--- config.mk ---
export PLATFORM = sky130hd
export DESIGN_NAME = usb_boot_supervisor
export DESIGN_NICKNAME = d
export VERILOG_FILES = /design/src/rtl/usb_boot_sup_pkg.sv /design/src/rtl/usb_boot_sup_frame_check.sv /design/src/rtl/usb_boot_supervisor.sv
export SDC_FILE = /design/constraint.sdc
export NUM_CORES = 1
export LEC_CHECK = 0
export ABC_AREA = 1
export CORE_MARGIN = 2
export CORE_UTILIZATION = 45
export DETAILED_ROUTE_END_ITERATION = 10
export HOLD_SLACK_MARGIN = 0.12
export PLACE_DENSITY = 0.75
export SYNTH_ARGS = -nofsm -noshare
export SYNTH_HDL_FRONTEND = slang
export SYNTH_HIERARCHICAL = 1
export SYNTH_SLANG_ARGS = --single-unit
export TNS_END_PERCENT = 20
--- constraint.sdc ---
create_clock -name clk -period 2 [get_ports clk]
set_input_delay 0.2 -clock clk [delete_from_list [all_inputs] [get_ports clk]]
set_output_delay 0.2 -clock clk [all_outputs]
set_load 0.005 [all_outputs]
--- src/rtl/usb_boot_sup_pkg.sv ---
// Shared types, constants and helpers for the USB host-presence watchdog and
// warm-boot sequencer.
package usb_boot_sup_pkg;

  localparam int FRAME_W = 11;

  typedef logic [1:0] image_idx_t;

  typedef enum logic [1:0] {
    ST_ATTACH = 2'd0,
    ST_ACTIVE = 2'd1,
    ST_ARM    = 2'd2,
    ST_BOOT   = 2'd3
  } sup_state_e;

  function automatic longint ms_to_cycles(input longint clk_hz, input longint ms);
    return (clk_hz / 64'sd1000) * ms;
  endfunction

endpackage

--- src/rtl/usb_boot_sup_frame_check.sv ---
// SOF sequence checker: tracks the previous frame number, flags out-of-order
// SOFs and keeps a saturating error count.
module usb_boot_sup_frame_check
  import usb_boot_sup_pkg::*;
(
  input  logic               clk,
  input  logic               reset,
  input  logic               sof_valid,
  input  logic [FRAME_W-1:0] frame_index,
  output logic               sof_ok,
  output logic [7:0]         err_count
);

  localparam logic [FRAME_W-1:0] FRAME_ONE = FRAME_W'(32'd1);

  logic [FRAME_W-1:0] prev_r;
  logic               first_r;
  logic [FRAME_W-1:0] expect_s;

  assign expect_s = prev_r + FRAME_ONE;

  // The first SOF after reset is trusted; later ones must advance by one (mod 2048).
  always_comb begin
    sof_ok = 1'b0;
    if (sof_valid) begin
      sof_ok = first_r || (frame_index == expect_s);
    end else begin
      sof_ok = 1'b0;
    end
  end

  // Previous-frame tracking and saturating error counter.
  always_ff @(posedge clk or negedge reset) begin
    if (!reset) begin
      prev_r    <= '0;
      first_r   <= 1'b1;
      err_count <= 8'd0;
    end else if (sof_valid) begin
      prev_r  <= frame_index;
      first_r <= 1'b0;
      if (!sof_ok && (err_count != 8'hFF)) begin
        err_count <= err_count + 8'd1;
      end
    end
  end

endmodule

--- src/rtl/usb_boot_supervisor.sv ---
// Host-presence watchdog and SB_WARMBOOT sequencer (select held before boot).
// Optional SOF sequence checking is enabled by USB_BOOT_SUP_FRAME_CHECK_EN.
module usb_boot_supervisor
  import usb_boot_sup_pkg::*;
#(
  parameter int CLK_HZ            = 48000000,
  parameter int ATTACH_TIMEOUT_MS = 3000,
  parameter int TIMEOUT_MS        = 1000,
  parameter int NUM_IMAGES        = 4,
  parameter int DEFAULT_IMAGE     = 1,
  parameter int SETUP_CYCLES      = 4
) (
  input  logic               clk,
  input  logic               reset,
  input  logic               sof_valid,
  input  logic [FRAME_W-1:0] frame_index,
  input  logic               supervise_en,
  input  logic               boot_req,
  input  logic [1:0]         boot_image,
  output logic               boot_ack,
  output logic               boot_nak,
  output logic               host_present,
  output logic [1:0]         warmboot_s,
  output logic               warmboot_boot,
  output logic [7:0]         frame_err_count
);

  localparam longint ATTACH_CYC  = ms_to_cycles(longint'(CLK_HZ), longint'(ATTACH_TIMEOUT_MS));
  localparam longint TIMEOUT_CYC = ms_to_cycles(longint'(CLK_HZ), longint'(TIMEOUT_MS));
  localparam longint MAX_CYC     = (ATTACH_CYC > TIMEOUT_CYC) ? ATTACH_CYC : TIMEOUT_CYC;
  localparam int     TMR_W       = $clog2(MAX_CYC + 64'sd1);
  localparam int     SET_W       = $clog2(SETUP_CYCLES + 32'sd1);

  localparam logic [TMR_W-1:0] ATTACH_LAST  = TMR_W'(ATTACH_CYC - 64'sd1);
  localparam logic [TMR_W-1:0] TIMEOUT_LAST = TMR_W'(TIMEOUT_CYC - 64'sd1);
  localparam logic [TMR_W-1:0] TMR_ONE      = TMR_W'(32'd1);
  localparam logic [TMR_W-1:0] TMR_MAX      = '1;
  localparam logic [SET_W-1:0] SET_LAST     = SET_W'(SETUP_CYCLES - 32'sd1);
  localparam logic [SET_W-1:0] SET_ONE      = SET_W'(32'd1);
  localparam logic [2:0]       NUM_IMG      = 3'(NUM_IMAGES);
  localparam image_idx_t       DEF_IMG      = image_idx_t'(DEFAULT_IMAGE);

  sup_state_e       state_r, state_s;
  logic [TMR_W-1:0] timer_r, timer_s;
  logic [SET_W-1:0] set_cnt_r, set_cnt_s;
  image_idx_t       image_r, image_s;
  logic             hp_r, hp_s;
  logic             ack_r, ack_s;
  logic             nak_r, nak_s;
  logic [1:0]       ws_r, ws_s;
  logic             wb_r, wb_s;
  logic             sof_ok_s;
  logic [7:0]       err_count_s;
  logic             req_ok_s;
  logic             timeout_s;

`ifdef USB_BOOT_SUP_FRAME_CHECK_EN
  usb_boot_sup_frame_check u_frame_check (
    .clk         (clk),
    .reset       (reset),
    .sof_valid   (sof_valid),
    .frame_index (frame_index),
    .sof_ok      (sof_ok_s),
    .err_count   (err_count_s)
  );
`else
  logic unused_frame_s;
  assign unused_frame_s = ^frame_index;
  assign sof_ok_s       = sof_valid;
  assign err_count_s    = 8'd0;
`endif

  assign req_ok_s  = ({1'b0, boot_image} < NUM_IMG);
  assign timeout_s = supervise_en &&
                     (((state_r == ST_ATTACH) && (timer_r == ATTACH_LAST)) ||
                      ((state_r == ST_ACTIVE) && (timer_r == TIMEOUT_LAST)));

  // Next state: request beats SOF, SOF beats timeout; ARM/BOOT ignore requests.
  always_comb begin
    state_s   = state_r;
    set_cnt_s = set_cnt_r;
    image_s   = image_r;
    hp_s      = hp_r;
    ack_s     = 1'b0;
    nak_s     = 1'b0;
    timer_s   = timer_r;
    ws_s      = 2'b00;
    wb_s      = 1'b0;
    case (state_r)
      ST_ATTACH, ST_ACTIVE: begin
        if (boot_req && req_ok_s) begin
          ack_s   = 1'b1;
          state_s = ST_ARM;
          image_s = boot_image;
        end else if (sof_ok_s) begin
          state_s = ST_ACTIVE;
          hp_s    = 1'b1;
        end else if (timeout_s) begin
          state_s = ST_ARM;
          image_s = DEF_IMG;
          hp_s    = 1'b0;
        end else begin
          state_s = state_r;
        end
        if (boot_req && !req_ok_s) begin
          nak_s = 1'b1;
        end else begin
          nak_s = 1'b0;
        end
      end
      ST_ARM: begin
        if (set_cnt_r == SET_LAST) begin
          state_s = ST_BOOT;
        end else begin
          set_cnt_s = set_cnt_r + SET_ONE;
        end
      end
      ST_BOOT: begin
        state_s = ST_BOOT;
      end
      default: begin
        state_s = ST_ATTACH;
      end
    endcase

    if (state_s != state_r) begin
      set_cnt_s = '0;
    end else begin
      set_cnt_s = set_cnt_s;
    end

    // Timer only runs while waiting for the host; it saturates rather than wraps.
    if ((state_s != state_r) || sof_ok_s || !supervise_en ||
        (state_r == ST_ARM) || (state_r == ST_BOOT)) begin
      timer_s = '0;
    end else if (timer_r != TMR_MAX) begin
      timer_s = timer_r + TMR_ONE;
    end else begin
      timer_s = timer_r;
    end

    if ((state_s == ST_ARM) || (state_s == ST_BOOT)) begin
      ws_s = image_s;
    end else begin
      ws_s = 2'b00;
    end
    wb_s = (state_s == ST_BOOT);
  end

  // State and registered outputs.
  always_ff @(posedge clk or negedge reset) begin
    if (!reset) begin
      state_r   <= ST_ATTACH;
      timer_r   <= '0;
      set_cnt_r <= '0;
      image_r   <= 2'b00;
      hp_r      <= 1'b0;
      ack_r     <= 1'b0;
      nak_r     <= 1'b0;
      ws_r      <= 2'b00;
      wb_r      <= 1'b0;
    end else begin
      state_r   <= state_s;
      timer_r   <= timer_s;
      set_cnt_r <= set_cnt_s;
      image_r   <= image_s;
      hp_r      <= hp_s;
      ack_r     <= ack_s;
      nak_r     <= nak_s;
      ws_r      <= ws_s;
      wb_r      <= wb_s;
    end
  end

  assign boot_ack        = ack_r;
  assign boot_nak        = nak_r;
  assign host_present    = hp_r;
  assign warmboot_s      = ws_r;
  assign warmboot_boot   = wb_r;
  assign frame_err_count = err_count_s;

endmodule

# Yosys cells after proc, flatten, opt, wreduce, memory -nomap -nowiden
# Cells that the tools add are included.
# totals
regBits	40
in_bits	18
out_inout_bits	14
elab_cells	58
# classes
add_sub_neg	2
n_eq_ne	11
n_mux	19
bitwise_logic	1
n_reduce_logical	17
# ops
op	count
$mux 28	2
$add 28x1->28 const B	1
$eq 28x26->1 const B	1
$eq 28x28->1 const B	1
$ne 28x28->1 const B	1
$mux 2	9
$mux 3	3
$eq 2x2->1 const B	4
$logic_or 1x1->1	6
$pmux 2 s3	1
$reduce_bool 2->1	3
$mux 1	4
$add 3x1->3 const B	1
$eq 3x2->1 const B	1
$logic_and 1x1->1	3
$reduce_and 3->1	1
$eq 2x1->1 const B	1
$logic_not 2->1	1
$ne 2x1->1 const B	1
$ne 2x2->1	1
$reduce_and 2->1	1
$reduce_or 2->1	1
$logic_not 1->1	1
$not 1->1	1

# Longest topological paths before layout
# logic_depth
ltp_word	14
ltp_mapped	11
depth_no_buf	11

# Least setup slack after synthesis
# No wires, ideal clock.
# synth_timing
kind	register to register
startpoint	reg timer_r[0]
endpoint	reg timer_r[22]
setup_time_ns	0.125
arrival_ns	1.467
required_ns	1.875
path_slack_ns	0.408
stages_incl_launch_ff	10
n_path_buf	1
period_less_slack_ns	1.592
path_cell_list	dfrtp_1 -> ha_1 -> nand2_2 -> nor2_4 -> inv_2 -> nor3_2 -> nand2_2 -> nand4_4 -> buf_6 -> a21oi_1
# synth_via
elab_chain_cells	14
elab_cells_between_ends	20
cone_classes	add/sub: 1; eq/ne: 4; mux: 6; reduce/logical: 9
# synth_lines
item	line	source
start, declared	usb_boot_supervisor.sv:44	logic [TMR_W-1:0] timer_r, timer_s;
start signal, assigned	usb_boot_supervisor.sv:164	timer_r <= timer_s;
$eq 28x28->1 / $eq 28x26->1 (equally long branches)	usb_boot_supervisor.sv:75, usb_boot_supervisor.sv:76	
$logic_and 1x1->1 (on tied branches)	usb_boot_supervisor.sv:75, usb_boot_supervisor.sv:76	
$logic_or 1x1->1	usb_boot_supervisor.sv:75	(((state_r == ST_ATTACH) && (timer_r == ATTACH_LAST)) ||
$logic_and 1x1->1	usb_boot_supervisor.sv:74	assign timeout_s = supervise_en &&
$mux 2	usb_boot_supervisor.sv:98	end else if (timeout_s) begin
$mux 2	usb_boot_supervisor.sv:95	end else if (sof_ok_s) begin
$mux 2	usb_boot_supervisor.sv:91	if (boot_req && req_ok_s) begin
$pmux 2 s3	usb_boot_supervisor.sv:89	case (state_r)
$ne 2x2->1	usb_boot_supervisor.sv:133	if ((state_s != state_r) || sof_ok_s || !supervise_en ||
$logic_or 1x1->1 (3 in series)	usb_boot_supervisor.sv:133	
$logic_or 1x1->1	usb_boot_supervisor.sv:134	(state_r == ST_ARM) || (state_r == ST_BOOT)) begin
$mux 28 / $reduce_bool 2->1 (equally long branches)	--	
# Several ways; a longest one is shown, not always the timed one. The select of a mux whose other input is x is not followed.
# A chain may end at the register's enable or synchronous reset.

# Final worst setup path
# layout_timing
startpoint	reg set_cnt_r[0]
endpoint	reg timer_r[24]
# layout_via
elab_chain_cells	9
elab_cells_between_ends	10
cone_classes	eq/ne: 2; mux: 3; reduce/logical: 5
# layout_lines
item	line	source
start, declared	usb_boot_supervisor.sv:45	logic [SET_W-1:0] set_cnt_r, set_cnt_s;
start signal, assigned	usb_boot_supervisor.sv:165	set_cnt_r <= set_cnt_s;
$eq 3x2->1 *	usb_boot_supervisor.sv:112	if (set_cnt_r == SET_LAST) begin
$mux 2 *	usb_boot_supervisor.sv:112	
$pmux 2 s3 *	usb_boot_supervisor.sv:89	
$ne 2x2->1 *	usb_boot_supervisor.sv:133	
$logic_or 1x1->1 * (3 in series)	usb_boot_supervisor.sv:133	
$logic_or 1x1->1 *	usb_boot_supervisor.sv:134	
$mux 28 / $reduce_bool 2->1 (equally long branches)	--	
# Mark *: on every way between the ends. The rest lies on a longest branch, timed or not.

==> flow_metrics.py <==
metrics = {
    "layout": {
        "final_cell_mix": "nand2_1 (63), nor2_1 (46), dfrtp_1 (40)",
        "area_growth_syn_to_layout_pct": 9.634,
        "drive_gt1_frac": 0.1053,
        "seq_area_sq_um": 1001,
        "nNetsFinal": 362,
        "final_area_sq_um": 2734,
        "fill_cells": 512,
        "layout_commonest_cell": "nand2_1",
        "n_antenna_cell": 0,
        "stdcell_count": 414,
        "multiInputGateArea_sq_um": 1256,
    },
    "route": {
        "drt_iter0_drc": 98,
        "drtPass1Iterations": 4,
        "drtAntennaViolNets": 0,
        "wl_mm": 5.253,
        "wl_per_cell_microns": 12.69,
        "route.detailed.drc": 0,
        "via_count": 2054,
        "vias_per_cell": 4.961,
    },
    "synthesis": {
        "synthFlopType": "dfrtp_1",
        "synth_warnings": 6,
        "netlist_area_sq_um": 2494,
        "postSynthCellCount": 323,
        "syn_area_per_cell_sq_um": 7.720,
        "synth-edff-count": 0,
        "ys_ff_latch": 40,
        "yosysSeqAreaShare": 0.4014,
        "async_flop_share": 1.000,
        "yosysUniqueCellTypes": 27,
    },
    "pwr": {
        "power_frac_comb": 0.165,
        "leakage_uw": 0.001135,
        "pwr-share-seq": 0.530,
        "power_density_nw_per_um2": 639.2,
        "switching_share": 0.2752,
        "p_sw_uw": 481.0,
        "p_int_uw": 1267,
        "power_frac_clock": 0.305,
        "peakVddDrop_mv": 0.5342,
    },
    "critical_path": {
        "cp-end-kind": "register",
        "crit_required_ps": 2210,
        "critPathMaxFanout": 27,
        "r2r-end": "timer_r[24]",
        "r2r_cells": 7,
        "max_stage_delay_ps": 400,
        "cp.arrival_ps": 2010,
        "path_cells": "ha_1 -> ha_1 -> inv_1 -> a21oi_1 -> nand2_1 -> nand4_4 -> a21oi_1",
        "worstReg2RegStart": "set_cnt_r[0]",
        "cpMaxStageDelayCell": "dfrtp_1",
        "crit_buf_inv": 1,
        "start_kind": "register",
        "cp_top_family": "simple AND/OR/NAND/NOR gates",
        "r2r_slack_ps": 200,
        "path_class": "reg2reg",
    },
    "cts": {
        "clk_pin_slew_worst_paths_ps": 80,
        "cts_setup_buffers": 0,
        "numCtsBuffers": 5,
        "cts_tree": "built",
        "clock_latency_ps": 300,
        "clock-root-buffer": "clkbuf_8",
        "htree_levels": 2,
        "cts_resized": 0,
        "cts_sinks": 40,
        "cts_buffer_depth": 2,
    },
    "floorplanning": {
        "rows": 27,
        "start_util": 0.4585,
        "fp.coreArea_sq_um": 5439,
        "die_area_sq_um": 6153,
        "die_x_microns": 78.44,
        "die_y_microns": 78.44,
        "ios": 32,
    },
    "timing": {
        "tightest_slew_ps": 857.3,
        "clock.fmax_mhz": 555.8,
        "period_needed_ps": 1799,
        "hold_viol_final": 0,
        "fin_crit_sh": 0.8995,
        "tns_ps": 0,
        "rsz0062_at_grt": "no",
        "relSlewSlack": 0.4285,
        "drv_slew": 0,
        "setup_violations": 0,
        "finClkSkew_ps": 4.798,
    },
    "hold_path": {
        "hold_path_end": "image_r[1]",
        "hold_path_class": "in2reg",
        "hp-start": "boot_image[1]",
        "holdPathStages": 3,
    },
    "placed_design": {
        "place_congestion": 0.9508,
        "io_buffers": 11,
        "placed_area_sq_um": 2636,
        "post-dp-hpwl_mm": 4.075,
        "placed_cells": 405,
    },
    "grt": {
        "grt_pass1_vias": 2037,
        "grt_max_degree": 41,
        "antenna_found_initial": 0,
        "grt_pass1_wl_mm": 9.301,
        "grt_overflow": 0,
        "grt.total_usage": 0.1923,
    },
    "job": {
        "max_cap_violations": 0,
    },
    "status": {
        "outcome": "complete, no violations",
    },
}
-- metal layers --
metal,track usage,up-vias,part of all wire
met5,0,-,0
met3,0.03218,14,0.031
met1,0.2500,960,0.48
met4,0.08246,0,0.026
met2,0.3172,35,0.46
li1,-,1045,-
-- flip-flops by register name (all words and copies together), names as in the netlist --
name	cells
image_r	2
warmboot_s	2
state_r	2
timer_r	28
set_cnt_r	3
warmboot_boot	1
boot_ack	1
host_present	1
-- power by group through the flow --
stage | Combinational (uW) | Sequential [uW] | Clock (uW)
detailed placement | 290 | 941 | 0
floorplan | 184 | 939 | 0
CTS | 292 | 926 | 546
global route | 339 | 934 | 578
global placement | 278 | 939 | 0
finish | 288 | 926 | 534
-- synthesized netlist by cell type (3+ instances only) --
| cell | number | share of area |
|---|---|---|
| nand2_1 | 63 | 0.095 |
| nor2_1 | 46 | 0.069 |
| dfrtp_1 | 40 | 0.40 |
| inv_1 | 39 | 0.059 |
| a21oi_1 | 32 | 0.064 |
| nand3_1 | 21 | 0.042 |
| xor2_1 | 14 | 0.049 |
| nor3_1 | 10 | 0.020 |
| buf_4 | 9 | 0.027 |
| xnor2_1 | 9 | 0.032 |
| nand4_1 | 5 | 0.013 |
| buf_6 | 4 | 0.018 |
| nand2_2 | 4 | 0.010 |
| nor3_2 | 4 | 0.016 |
| ha_1 | 3 | 0.015 |
| nor2_4 | 3 | 0.014 |
| o21ai_0 | 3 | 0.0060 |
-- final cells by class --
cell class,instances,share of cell area
clock buffers,5,0.02517
clock inverters,3,0.006865
inverters,41,0.05629
multi-input cells,237,0.4595
flip-flops and latches,40,0.3661
well taps,72,0.03295
repair buffers,16,0.05309
-- how the worst max path moves through the flow --
stage | startpoint | end | slack [ps] | cells after the start
finish | set_cnt_r[0] | timer_r[24] | 200 | 7
global route | timer_r[22] | timer_r[12] | 10 | 9
CTS | timer_r[22] | timer_r[2] | 180 | 9
detailed placement | timer_r[22] | timer_r[2] | 200 | 9
global placement | timer_r[22] | timer_r[1] | 260 | 9
floorplan | timer_r[0] | timer_r[22] | 410 | 9
-- worst reg2reg max path, stage by stage (launching register included) --
cell	delay [ps]
dfrtp_1	400
ha_1	210
ha_1	170
inv_1	70
a21oi_1	80
nand2_1	140
nand4_4	360
a21oi_1	270
-- stage by stage --
stage	utilization	total power, uW	hold slack (ps)	setup slack [ps]
after floorplan	-	1123	-95.59	408.0
after global placement	0.4847	1217	352.2	260.4
after detailed placement	0.4847	1231	359.2	197.6
after CTS	0.5026	1764	481.7	179.8
after global routing	0.5026	1851	513.5	11.06
final	0.5026	1748	490.1	200.9
-- logic make-up after synthesis --
group | share of synthesized area
xor+xnor | 0.08079
compound gates | 0.07727
other cells | 0.001504
flops | 0.4014
buf+inv | 0.1069
fa+ha+maj | 0.01505
simple gates | 0.3171
-- repair_timing --
item	4_1_cts	5_1_grt
hold buffers	1	0
endpoints found under the setup margin	0	0
hold endpoints to repair	40	0
Power figures use the tool's default switching activity.
